[config.mk]
export PLATFORM = sky130hd
export DESIGN_NAME = cmsdk_fpga_sram_arb
export DESIGN_NICKNAME = d
export VERILOG_FILES = /design/src/rtl/cmsdk_fpga_sram_arb_pkg.sv /design/src/rtl/cmsdk_fpga_sram_arb.sv
export SDC_FILE = /design/constraint.sdc
export NUM_CORES = 1
export LEC_CHECK = 0
export CAP_MARGIN = 0
export CELL_PAD_IN_SITES_DETAIL_PLACEMENT = 1
export CELL_PAD_IN_SITES_GLOBAL_PLACEMENT = 2
export CORE_MARGIN = 2
export CORE_UTILIZATION = 10
export CTS_CLUSTER_DIAMETER = 80
export DETAILED_ROUTE_END_ITERATION = 12
export PLACE_DENSITY = 0.95
export SYNTH_ARGS = -nofsm -noshare
export SYNTH_HDL_FRONTEND = slang
export SYNTH_SLANG_ARGS = --single-unit
[constraint.sdc]
create_clock -name CLK -period 3 [get_ports CLK]
set_input_delay 0.75 -clock CLK [delete_from_list [all_inputs] [get_ports CLK]]
set_output_delay 0.75 -clock CLK [all_outputs]
set_load 0.01 [all_outputs]
[src/rtl/cmsdk_fpga_sram_arb_pkg.sv]
// Shared constants for the two-port SRAM arbiter: port indices and a helper
// that sizes the DMA starvation counter from its saturation value.
package cmsdk_fpga_sram_arb_pkg;

    localparam int   NUM_PORTS = 2;
    localparam logic PORT_CPU  = 1'b0;
    localparam logic PORT_DMA  = 1'b1;

    // Enough bits to hold 0..max_val inclusive; never narrower than one bit.
    function automatic int cnt_width(input int max_val);
        return (max_val < 1) ? 1 : $clog2(max_val + 1);
    endfunction

endpackage

[src/rtl/cmsdk_fpga_sram_arb.sv]
// Two-requester arbiter in front of a single-port SRAM: CPU port has fixed
// priority, DMA port wins once after STARVE_MAX lost cycles; read-to-write turnaround enforced.
module cmsdk_fpga_sram_arb
    import cmsdk_fpga_sram_arb_pkg::*;
#(
    parameter int AW         = 16,
    parameter int STARVE_MAX = 4
) (
    input  logic          CLK,
    input  logic          RESET,
    input  logic          P0_REQ,
    input  logic          P0_WRITE,
    input  logic [AW-3:0] P0_ADDR,
    input  logic [31:0]   P0_WDATA,
    input  logic [3:0]    P0_BE,
    output logic          P0_GNT,
    output logic          P0_RVALID,
    output logic [31:0]   P0_RDATA,
    input  logic          P1_REQ,
    input  logic          P1_WRITE,
    input  logic [AW-3:0] P1_ADDR,
    input  logic [31:0]   P1_WDATA,
    input  logic [3:0]    P1_BE,
    output logic          P1_GNT,
    output logic          P1_RVALID,
    output logic [31:0]   P1_RDATA,
    output logic          SRAM_CS,
    output logic [AW-3:0] SRAM_ADDR,
    output logic [31:0]   SRAM_WDATA,
    output logic [3:0]    SRAM_WREN,
    input  logic [31:0]   SRAM_RDATA
);

    localparam int            CW             = cnt_width(STARVE_MAX);
    localparam logic [CW-1:0] STARVE_CNT_MAX = CW'(STARVE_MAX);

    logic [NUM_PORTS-1:0] req;
    logic [NUM_PORTS-1:0] write;
    logic [NUM_PORTS-1:0] elig;
    logic [NUM_PORTS-1:0] gnt;
    logic [NUM_PORTS-1:0] rvalid;
    logic [AW-3:0]        addr  [NUM_PORTS];
    logic [31:0]          wdata [NUM_PORTS];
    logic [3:0]           be    [NUM_PORTS];
    logic [31:0]          rdata [NUM_PORTS];

    logic          rd_pend_reg,    rd_pend_next;
    logic          rd_owner_reg,   rd_owner_next;
    logic [CW-1:0] starve_cnt_reg, starve_cnt_next;

    logic          win_valid;
    logic          win_idx;
    logic          win_write;

    assign req   = {P1_REQ,   P0_REQ};
    assign write = {P1_WRITE, P0_WRITE};

    assign addr[PORT_CPU]  = P0_ADDR;
    assign addr[PORT_DMA]  = P1_ADDR;
    assign wdata[PORT_CPU] = P0_WDATA;
    assign wdata[PORT_DMA] = P1_WDATA;
    assign be[PORT_CPU]    = P0_BE;
    assign be[PORT_DMA]    = P1_BE;

    // A write is held off for the one cycle in which read data is on the SRAM bus.
    generate
        for (genvar gi = 0; gi < NUM_PORTS; gi++) begin : g_port
            assign elig[gi]   = req[gi] & ~(write[gi] & rd_pend_reg);
            assign gnt[gi]    = win_valid & (win_idx == 1'(gi));
            assign rvalid[gi] = ~RESET & rd_pend_reg & (rd_owner_reg == 1'(gi));
            assign rdata[gi]  = rvalid[gi] ? SRAM_RDATA : 32'h0;
        end
    endgenerate

    always_comb begin
        win_valid = 1'b0;
        win_idx   = PORT_CPU;
        if (!RESET) begin
            if (elig[PORT_DMA] && (starve_cnt_reg == STARVE_CNT_MAX)) begin
                win_valid = 1'b1;
                win_idx   = PORT_DMA;
            end else if (elig[PORT_CPU]) begin
                win_valid = 1'b1;
                win_idx   = PORT_CPU;
            end else if (elig[PORT_DMA]) begin
                win_valid = 1'b1;
                win_idx   = PORT_DMA;
            end
        end
    end

    assign win_write = write[win_idx];

    // The granted request is issued to the SRAM in the same cycle; the bus is
    // zeroed when idle so that stale fields never reach the memory.
    assign SRAM_CS    = win_valid;
    assign SRAM_ADDR  = win_valid ? addr[win_idx]  : '0;
    assign SRAM_WDATA = win_valid ? wdata[win_idx] : 32'h0;
    assign SRAM_WREN  = (win_valid && win_write) ? be[win_idx] : 4'h0;

    assign P0_GNT    = gnt[PORT_CPU];
    assign P1_GNT    = gnt[PORT_DMA];
    assign P0_RVALID = rvalid[PORT_CPU];
    assign P1_RVALID = rvalid[PORT_DMA];
    assign P0_RDATA  = rdata[PORT_CPU];
    assign P1_RDATA  = rdata[PORT_DMA];

    always_comb begin
        rd_pend_next    = win_valid & ~win_write;
        rd_owner_next   = rd_owner_reg;
        starve_cnt_next = starve_cnt_reg;
        if (win_valid && !win_write) begin
            rd_owner_next = win_idx;
        end
        // Any cycle the DMA port asks and loses counts, including turnaround stalls.
        if (gnt[PORT_DMA] || !req[PORT_DMA]) begin
            starve_cnt_next = '0;
        end else if (starve_cnt_reg != STARVE_CNT_MAX) begin
            starve_cnt_next = starve_cnt_reg + 1'b1;
        end
    end

    always_ff @(posedge CLK) begin
        if (RESET) begin
            rd_pend_reg    <= 1'b0;
            rd_owner_reg   <= PORT_CPU;
            starve_cnt_reg <= '0;
        end else begin
            rd_pend_reg    <= rd_pend_next;
            rd_owner_reg   <= rd_owner_next;
            starve_cnt_reg <= starve_cnt_next;
        end
    end

endmodule
==> impl_metrics.csv, run 1 <==
group,metric,value,unit
outcome,status,"finished clean",
finish,seq_area,101,µm²
critical_path,cp_max_fo,11,
timing,fmax,341,MHz
floorplanning,rows,44,
yosys,synth-seq-cells,5,
yosys,syn_inst,191,
critical_path,path_class,"input port to primary output",
route,firstDrtPassIters,4,
critical_path,endpoint,"SRAM_WDATA[13]",
clocking,clock_latency,0.23,ns
critical_path,r2r_start,"starve_cnt_reg[1]",
critical_path,r2r_cells,7,
global_routing,track_usage,0.168,
yosys,yosysSeqAreaShare,0.0680,
finish,fin_nets,608,
finish,fin_util,0.312,
clocking,cts_max_path_buffers,2,
timing,period_needed,2.94,ns
floorplanning,coreArea,14500,µm²
yosys,synth_top_area_frac,0.281,
yosys,yosysMostFrequentCell,"and2_1",
critical_path,endpoint_kind,"primary output",
route,drc,0,
critical_path,cp_num_buf_inv,5,
clocking,cts_tree,"built",
global_routing,grt_pass1_vias,3237,
floorplanning,io_pins,257,
placed_design,dp_hpwl,10400,µm
route,viasPerCell,4.37,
critical_path,r2r_end,"rd_pend_reg",
finish,drive_gt1_frac,0.203,
critical_path,start_kind,"input port",
timing,post-route-period-util,0.979,
clocking,ctsRootBufferMaster,"clkbuf_16",
finish,multiInputGateArea,1260,µm²
floorplanning,start_util,0.102,
timing,hold_violations,0,
route,wl_per_cell,21.3,µm
global_routing,overflow,0,
clocking,cts_buffers,3,
clocking,clock_sinks,5,
yosys,ys_warn_count,0,
finish,area_growth,207,%
global_routing,antenna_found_initial,1,
finish,design_area,4510,µm²
critical_path,cp_slowest_cell,"a311oi_4",
job,cap_viol_max_count,0,
critical_path,crit_cells,7,
yosys,synth_common_cells,"and2_1, a22o_1, buf_6, clkbuf_1, inv_1",
power_and_ir_drop,finalPower,839,µW
timing,worst_slew_pin_slew,0.431,ns
route,ant_nets,0,
clocking,clkTransAtPathRegs,0.03,ns
clocking,ctsHoldBuffers,0,
yosys,synth_edf_count,0,
yosys,postSynthAreaPerCell,7.70,µm²
critical_path,rrSetupSlack,1.29,ns
finish,stdcell_count,652,
finish,fillers,1725,
timing,setup_viol,0,
route,num_vias,2846,
critical_path,path_cells,"dlygate4sd2_1 -> buf_6 -> a311oi_4 -> buf_6 -> clkbuf_16 -> a22o_1 -> clkdlybuf4s15_1",
route,wirelength,13900,µm
route,drt_iter0_markers,129,
yosys,synth.distinct_cells,37,
floorplanning,die_area,15700,µm²
placed_design,placedCellCount,628,
clocking,htree_levels,1,
power_and_ir_drop,cellLeakagePower,2.22,nW
yosys,synth_ff_type,"dfxtp_1",
critical_path,worstPathRequired,2.25,ns
critical_path,crit_start,"RESET",
hold_path,hp-class,"flip-flop to flip-flop",
timing,rsz0062_at_grt,"false",
global_routing,grt_pass1_wl,20000,µm
yosys,async_reset_ff_frac,0,
timing,maxSlewHeadroom,0.712,
yosys,synthesis.area,1470,µm²
timing,slew_violations,0,
critical_path,arrival,2.19,ns
floorplanning,die_width,125,µm
yosys,synth.area.top_cells,"and2_1, a22o_1, dfxtp_1, buf_6, o2111ai_1",
power_and_ir_drop,power_density,186,nW/µm²
critical_path,crit_family,"buffers and inverters",
critical_path,crit_top_cell,"buf_6",
power_and_ir_drop,vdd_drop_max,0.119,mV
yosys,synthesis.nets,331,
global_routing,grt_max_degree,24,
placed_design,post_dp_cell_area,4330,µm²
yosys,yosys.area.top_type,"and2_1",
timing,clock_skew,0.000196,ns
finish,largest_reg_flops,3,
placed_design,gp_congestion,0.920,
floorplanning,die_h,125,µm
placed_design,io_buffers,256,
critical_path,slowest_delay,0.31,ns
through the flow:
| stage | hold WS, ns | TNS, ns | setup slack [ns] |
|---|---|---|---|
| 2_1_floorplan | 0.442 | 0 | 0.379 |
| 3_3_place_gp | 0.454 | -44.35 | -0.628 |
| 3_5_place_dp | 0.483 | -48.16 | -0.681 |
| 4_1_cts | 0.487 | 0 | 0.00356 |
| 5_1_grt | 0.502 | 0 | 0.00374 |
| 6_report | 0.500 | 0 | 0.0642 |
worst min-delay path by stage:
stage / end / depth (start not counted) / startpoint / slack (ns)
final: starve_cnt_reg[0] / 2 / starve_cnt_reg[0] / 0.50
after global routing: starve_cnt_reg[2] / 1 / starve_cnt_reg[2] / 0.50
after CTS: starve_cnt_reg[2] / 1 / starve_cnt_reg[2] / 0.49
after detailed placement: starve_cnt_reg[2] / 1 / starve_cnt_reg[2] / 0.48
after global placement: starve_cnt_reg[2] / 1 / starve_cnt_reg[2] / 0.45
after floorplan: starve_cnt_reg[2] / 1 / starve_cnt_reg[2] / 0.44
final cells by class:
| cell class | count | area share |
|---|---|---|
| tap | 184 | 0.0510 |
| multi-input combinational | 158 | 0.279 |
| antenna | 1 | 0.000554 |
| timing repair buffer | 293 | 0.624 |
| clock buffer | 4 | 0.0175 |
| inverter | 7 | 0.00582 |
| sequential | 5 | 0.0225 |
what timing repair did:
| item | in CTS | in global routing |
|---|---|---|
| resized for setup | 180 | 61 |
| pin swaps | 4 | 1 |
| gates cloned | 5 | 1 |
| buffers inserted | 11 | 2 |
| endpoints found under the setup margin | 119 | 44 |
routing by layer:
metal	GRT usage	routed length (µm)
met5	0	0
met4	0.0797	573
met3	0.0620	1690
met2	0.301	6730
met1	0.174	4910
power by group:
group          internal (mW)  switching [mW]
clock                  0.177          0.0473
sequential            0.0705         0.00590
combinational          0.328           0.211
total                  0.575           0.264
cell families after synthesis:
logic type / after synthesis / synth area share
compound gates: 75 / 0.446
fa+ha+maj: 2 / 0.0170
buf+inv: 28 / 0.120
flops: 5 / 0.0680
simple gates: 81 / 0.349
placed cells by master, fill, tap and decap left out, drive strengths merged, types with 2 or more instances in the layout:
| master | Yosys | layout |
|---|---|---|
| nand2 | 2 | 2 |
| dlymetal6s2s | 0 | 2 |
| ha | 2 | 2 |
| dfxtp | 5 | 5 |
| dlygate4sd2 | 0 | 74 |
| and2 | 66 | 66 |
| nand2b | 2 | 2 |
| a211o | 2 | 2 |
| nor2b | 5 | 5 |
| clkdlybuf4s50 | 0 | 133 |
| inv | 7 | 7 |
| clkdlybuf4s15 | 0 | 16 |
| a21oi | 3 | 3 |
| buf | 13 | 46 |
| o211ai | 2 | 2 |
| o2111ai | 5 | 5 |
| clkbuf | 8 | 25 |
| and3b | 2 | 2 |
| a22o | 46 | 46 |
| o311ai | 2 | 2 |
| o32ai | 4 | 4 |
tightest hold or removal path, delay by kind of cell, from the launching register on:
| kind | cells | cell delay [ns] |
|---|---|---|
| flops | 1 | 0.32 |
| compound gates | 2 | 0.14 |
Note: power is estimated with default switching activity, not from simulation.
==> run 2: changes to the inputs <==
--- a/config.mk
+++ b/config.mk
@@ -12,6 +12,7 @@
 export CORE_UTILIZATION = 10
 export CTS_CLUSTER_DIAMETER = 80
 export DETAILED_ROUTE_END_ITERATION = 12
+export GPL_ROUTABILITY_DRIVEN = 0
 export PLACE_DENSITY = 0.95
 export SYNTH_ARGS = -nofsm -noshare
 export SYNTH_HDL_FRONTEND = slang
==> run 2 against run 1 <==
  * Wire length down 3.8%
  * Highest routed layer unchanged
  * Final area is 1.2% higher
  * Register-to-register slack got worse by 0.03 ns
  * Sequential power is essentially flat
  * Die area is the same
  * Critical path depth unchanged
  * Combinational power decreased by 0.7%
  * Flip-flop and latch count unchanged
  * Critical endpoint is now SRAM_WDATA[3]
  * Global-route usage shrank 0.61 points
  * Total power decreased by 0.49%
  * Clock-buffer cell count unchanged
  * Worst setup slack worse by 0.016 ns
==> impl_metrics.csv, run 2 (synthesized netlist as in run 1, its figures left out) <==
group,metric,value,unit
route,viasPerCell,4.43,
clocking,htree_levels,1,
placed_design,dp_hpwl,10300,µm
critical_path,worstPathRequired,2.25,ns
timing,maxSlewHeadroom,0.684,
critical_path,path_class,"input port to primary output",
floorplanning,die_area,15700,µm²
route,wl_per_cell,20.7,µm
route,drc,0,
floorplanning,start_util,0.102,
floorplanning,die_width,125,µm
timing,fmax,339,MHz
clocking,clkTransAtPathRegs,0.03,ns
global_routing,grt_pass1_vias,3171,
clocking,ctsRootBufferMaster,"clkbuf_16",
job,cap_viol_max_count,0,
timing,setup_viol,0,
outcome,status,"finished clean",
timing,period_needed,2.95,ns
finish,final_common_cell,"clkdlybuf4s50_1",
finish,largest_reg_flops,3,
power_and_ir_drop,cellLeakagePower,2.14,nW
finish,antenna_cells,0,
clocking,cts_max_path_buffers,2,
timing,worst_slew_pin_slew,0.469,ns
timing,hold_violations,0,
finish,fin_util,0.315,
floorplanning,coreArea,14500,µm²
finish,stdcell_count,646,
timing,layout_setup_ws,0.0487,ns
floorplanning,rows,44,
finish,area_growth,210,%
global_routing,antenna_found_initial,0,
clocking,clock_sinks,5,
route,drt_iter0_markers,151,
floorplanning,io_pins,257,
global_routing,track_usage,0.162,
global_routing,grt_max_degree,24,
finish,final_cell_mix,"clkdlybuf4s50_1, dlygate4sd2_1, and2_1",
power_and_ir_drop,finalPower,835,µW
route,wirelength,13400,µm
critical_path,path_cells,"clkdlybuf4s15_2 -> a21bo_4 -> a311oi_4 -> buf_6 -> buf_12 -> a22o_1 -> dlygate4sd2_1",
route,ant_nets,0,
critical_path,arrival,2.20,ns
power_and_ir_drop,power_density,183,nW/µm²
hold_path,hp-class,"flip-flop to flip-flop",
clocking,cts_tree,"built",
timing,worst_hold_slack,0.483,ns
floorplanning,die_h,125,µm
placed_design,placedCellCount,628,
route,firstDrtPassIters,4,
route,num_vias,2859,
critical_path,start_kind,"input port",
global_routing,grt_pass1_wl,19600,µm
clocking,clock_latency,0.23,ns
critical_path,cp_max_fo,12,
timing,post-route-period-util,0.984,
global_routing,overflow,0,
finish,drive_gt1_frac,0.149,
timing,clock_skew,0.000629,ns
critical_path,cp_slowest_cell,"dlygate4sd2_1",
timing,rsz0062_at_grt,"false",
critical_path,slowest_delay,0.29,ns
timing,slew_violations,0,
placed_design,io_buffers,256,
power_and_ir_drop,vdd_drop_max,0.104,mV
finish,fin_nets,603,
placed_design,place_ws,-0.627,ns
critical_path,endpoint_kind,"primary output",
clocking,cts_buffers,3,
run 2: critical path, delay by kind of cell:
kind	cells	cell delay, ns
buffers and inverters	4	0.87
AO/OA/AOI/OAI	3	0.56
run 2: what timing repair did:
item	CTS	global route
hold buffers	0	0
endpoints found under the setup margin	119	35
pin swaps	7	0
gates cloned	5	1
gates resized for setup	182	23
setup buffers	8	0
run 2: layout make-up:
class,instances,area [µm²]
fill,1693,9910
tap,184,230
multi-input combinational,158,1240
clock buffer,4,78.8
timing repair buffer,288,2890
sequential,5,100
inverter,7,26.3
run 2: stage by stage:
| step | cell area, µm² | TNS, ns |
|---|---|---|
| final | 4570 | 0 |
| after global routing | 4570 | 0 |
| after CTS | 4560 | 0 |
| after detailed placement | 4330 | -46.48 |
| after global placement | 4330 | -45.08 |
| after floorplan | 1470 | 0 |
run 2: routing by layer:
metal	vias to the layer above	global-route usage	share of wire
met5	-	0	0
met4	0	0.0516	0.025
met2	240	0.299	0.50
met1	1349	0.176	0.37
li1	1251	-	-
met3	19	0.0518	0.11
run 2: final timing paths:
check | startpoint | endpoint | slack (ns) | depth (start not counted)
setup / recovery | P0_WRITE | SRAM_WDATA[3] | 0.05 | 7
hold / removal | starve_cnt_reg[2] | starve_cnt_reg[2] | 0.48 | 1
setup reg to reg | starve_cnt_reg[0] | rd_pend_reg | 1.26 | 7
hold reg to reg | starve_cnt_reg[2] | starve_cnt_reg[2] | 0.48 | 1
run 2: where the power goes:
part	leakage, nW	total [mW]	switching [mW]	internal [mW]
combinational	2.06	0.535	0.205	0.331
sequential	0.0410	0.0763	0.00595	0.0704
clock	0.0382	0.223	0.0471	0.176
total	2.14	0.835	0.258	0.577
